==> config.mk <==
export PLATFORM = sky130hd
export DESIGN_NAME = io_xbar_credit_tracker
export DESIGN_NICKNAME = d
export VERILOG_FILES = /design/src/rtl/io_xbar_credit_tracker.sv
export SDC_FILE = /design/constraint.sdc
export NUM_CORES = 1
export LEC_CHECK = 0
export CAP_MARGIN = 25
export CORE_AREA = 3 3 67 69
export CTS_CLUSTER_SIZE = 14
export DETAILED_ROUTE_END_ITERATION = 16
export DIE_AREA = 0 0 70 72
export PLACE_DENSITY_LB_ADDON = 0.05
export SLEW_MARGIN = 10
export SYNTH_ARGS = -nofsm -noshare
export SYNTH_HDL_FRONTEND = slang
export SYNTH_SLANG_ARGS = --single-unit
export TNS_END_PERCENT = 5
==> constraint.sdc <==
create_clock -name clk -period 2.2 [get_ports clk]
set_clock_uncertainty 0.15 [all_clocks]
set_input_delay 0.33 -clock clk [delete_from_list [all_inputs] [get_ports clk]]
set_output_delay 0.33 -clock clk [all_outputs]
set_load 0.01 [all_outputs]
==> src/rtl/io_xbar_credit_tracker.sv <==
// Multi-channel valid/yummy credit tracker for io_xbar output ports.
// Each channel counts free receiver NIB slots and flags protocol errors.
module io_xbar_credit_tracker #(
  parameter int NUM_CHANNELS = 4,
  parameter int BUFFER_SIZE  = 4,
  parameter int BUFFER_BITS  = 3
) (
  input  logic                              clk,
  input  logic                              reset,
  input  logic [NUM_CHANNELS-1:0]           valid,
  input  logic [NUM_CHANNELS-1:0]           yummy,
  input  logic                              err_clear,
  output logic [NUM_CHANNELS-1:0]           spc_avail,
  output logic [NUM_CHANNELS*BUFFER_BITS-1:0] credit_count,
  output logic                              all_idle,
  output logic [NUM_CHANNELS-1:0]           err_underflow,
  output logic [NUM_CHANNELS-1:0]           err_overflow
);

  localparam logic [BUFFER_BITS-1:0] FULL = BUFFER_BITS'(BUFFER_SIZE);

  logic [NUM_CHANNELS-1:0] idle;

  for (genvar i = 0; i < NUM_CHANNELS; i++) begin : g_ch
    logic                   valid_f, yummy_f, is_one_f, is_two_or_more_f;
    logic                   underflow_f, overflow_f;
    logic [BUFFER_BITS-1:0] count_f, count_next;
    logic                   up, down, underflow, overflow;

    always_comb begin
      up         = yummy_f & ~valid_f;
      down       = valid_f & ~yummy_f;
      underflow  = down && (count_f == '0);
      overflow   = up && (count_f == FULL);
      count_next = count_f;
      if (up && !overflow)
        count_next = count_f + 1'b1;
      else if (down && !underflow)
        count_next = count_f - 1'b1;
    end

    always_ff @(posedge clk) begin
      if (reset) begin
        valid_f          <= 1'b0;
        yummy_f          <= 1'b0;
        count_f          <= FULL;
        is_one_f         <= (BUFFER_SIZE == 1);
        is_two_or_more_f <= (BUFFER_SIZE >= 2);
        underflow_f      <= 1'b0;
        overflow_f       <= 1'b0;
      end else begin
        valid_f          <= valid[i];
        yummy_f          <= yummy[i];
        count_f          <= count_next;
        // Pre-decoded from the next count so spc_avail has no adder in its path.
        is_one_f         <= (count_next == BUFFER_BITS'(1));
        is_two_or_more_f <= (count_next >= BUFFER_BITS'(2));
        // A fresh error beats a simultaneous clear.
        underflow_f      <= (underflow_f & ~err_clear) | underflow;
        overflow_f       <= (overflow_f & ~err_clear) | overflow;
      end
    end

    assign spc_avail[i] = is_two_or_more_f | yummy_f | (is_one_f & ~valid_f);
    assign credit_count[i*BUFFER_BITS +: BUFFER_BITS] = count_f;
    assign err_underflow[i] = underflow_f;
    assign err_overflow[i]  = overflow_f;
    assign idle[i] = (count_f == FULL) & ~valid_f & ~yummy_f;
  end

  assign all_idle = &idle;

endmodule

==> results.yml <==
layout:
  nets: 312
  seq_area_um2: 724
  fin_util_pct: 68.3
  multi_input_area_um2: 1150
  diodes: 0
  drive_gt1_share_pct: 20.3
  layout-area-overhead-vs-synth_pct: 31.6
  final_cells: 340
  fillers: 334
synthesis:
  synth_fp_nets: 263
  yosysTopAreaCell: "dfxtp_1"
  syn_avg_cell_area_um2: 8.59
  synth.yosys.seq_area_share_pct: 35.0
  synth-async-reset-ratio_pct: 0
  yosys-top-cells-area: "dfxtp_1, ha_1, nor2b_1"
  synth.most_common_cell: "dfxtp_1"
  syn_inst: 240
  syn_area_um2: 2060
  yosys-top-cells-count: "dfxtp_1, inv_1, nor2_1"
  synth_edf_count: 0
  synthDistinctLibCells: 49
  yosys_warnings: 0
  ys_ff_latch: 36
  synthFlopType: "dfxtp_1"
  synth_top_area_share_pct: 35.0
floorplanning:
  die_y_um: 72
  initial_core_util_pct: 51.9
  die_width_um: 70
  fp.dieArea_um2: 5040
  io_pins: 36
  placementRows: 23
  core_area_um2: 3970
worst_setup_path:
  critPathMaxFanout: 2
  crit_arrival_ps: 1630
  endpoint_kind: "output pin"
  crit_type: "reg2out"
  cp.required_ps: 1720
  rrSetupSlack_ps: 230
  cp-start-kind: "flop"
global_route:
  track_usage_pct: 18.5
  grt_pass1_wl_um: 7550
  antenna_found_initial: 0
  grt_max_degree: 32
  overflow: 0
  grt_pass1_vias: 1709
timing:
  setup_slack_ps: 87.3
  rsz0062_at_grt: "yes"
  slew_violations: 0
  post-route-period-util_pct: 96.0
  hold_viol: 0
  setup-violations-final: 0
  worst_pin_slew_ps: 390
  fmax_mhz: 473
  final.setup.tns_ps: 0
  slew_headroom_pct: 73.7
  period_needed_ps: 2110
route:
  wl_per_cell_um: 13.4
  vias_per_cell: 5.24
  first_iter_violations: 96
  ant_nets: 0
  vias: 1782
  drc_errors: 0
  routed_wl_um: 4540
  firstDrtPassIters: 4
clocking:
  cts.htree.levels: 2
  root_buffer: "clkbuf_8"
  cts_tree: "done"
  cts-hold-fix-buffers: 0
  cts.path.max_buffers: 2
  cts_buffers: 5
  cts.sinks: 36
  clk_latency_ps: 280
  clk_pin_slew_ps: 70
min_path:
  hp-class: "reg2reg"
power:
  p_per_area_nw_per_um2: 722
  leakage_nw: 1.10
  peakVddDrop_uv: 489
place:
  io_buffers: 35
  place_inst: 331
  post-place-ws_ps: -35.9
  place_congestion: 0.842
  post-dp-hpwl_um: 3240
run_status:
  status: "finished clean"
run:
  maxCapViolCount: 0
flip-flops by register name, indices dropped and copies added (netlist names):
signal	cells
g_ch.yummy_f	4
g_ch.overflow_f	4
g_ch.underflow_f	4
g_ch.valid_f	4
g_ch.count_f	12
g_ch.is_two_or_more_f	4
g_ch.is_one_f	4
what timing repair did:
action | CTS | global route
setup endpoints to repair | 1 | 1
pin swaps | 0 | 3
gates resized for setup | 3 | 18
setup buffers | 0 | 1
path summary, 6_finish.rpt:
path                       startpoint             endpoint  depth (start not counted)
setup reg to reg   g_ch[2].count_f[0]     g_ch[2].is_one_f                          6
setup / recovery   g_ch[0].count_f[1]             all_idle                          6
hold reg to reg   g_ch[1].underflow_f  g_ch[1].underflow_f                          2
hold / removal    g_ch[1].underflow_f  g_ch[1].underflow_f                          2
power breakdown:
part	switching, mW	internal (mW)
clock network	0.228	0.256
logic	0.356	0.382
registers	0.0270	0.711
total	0.610	1.35
routing by layer:
metal / vias to the layer above / share of wire, % / track usage, %
met2: 34 / 48 / 32.1
met3: 2 / 3.1 / 4.71
met4: 0 / 0.42 / 5.11
met1: 830 / 49 / 22.8
li1: 916 / - / -
met5: - / 0 / 0
area by class of cell:
cell class / count / share of cell area (%)
Multi-Input combinational cell: 158 / 42.6
Tap cell: 50 / 2.31
Timing Repair Buffer: 68 / 22.3
Inverter: 20 / 2.77
Sequential cell: 36 / 26.7
Clock buffer: 8 / 3.32
metrics by stage:
stage / cell area [µm²] / total power [mW] / hold WS, ps
5_1_grt: 2710 / 2.09 / 335
2_1_floorplan: 2060 / 1.16 / 287
3_3_place_gp: 2560 / 1.43 / 295
4_1_cts: 2660 / 1.92 / 314
3_5_place_dp: 2560 / 1.43 / 304
6_report: 2710 / 1.96 / 310
layout by cell type, fill, tap and decap left out, types with 7 or more instances in the layout:
cell type	count
clkdlybuf4s50_1	34
dfxtp_1	33
buf_4	32
nor2_1	19
nor2b_1	18
inv_1	15
nand2_1	10
ha_1	10
o21ai_0	8
a21oi_1	7
nand3b_1	7
cell families (layout without fill, tap and decap cells):
| kind of cell | Yosys count | in the layout | synth area share, % |
|---|---|---|---|
| xor+xnor | 8 | 8 | 3.40 |
| mux | 2 | 2 | 1.09 |
| compound gates | 43 | 43 | 14.8 |
| flops | 36 | 36 | 35.0 |
| fa+ha+maj | 12 | 12 | 7.28 |
| simple gates | 93 | 93 | 26.9 |
| buf+inv | 46 | 96 | 11.6 |
worst max-delay path, cell delays in order, from the launching register on:
cell,delay [ps]
dfxtp_2,320
inv_2,70
ha_4,150
nand2_4,50
or3_4,330
nor4_4,250
buf_2,170
No activity file was read; power rests on OpenSTA's default activity.
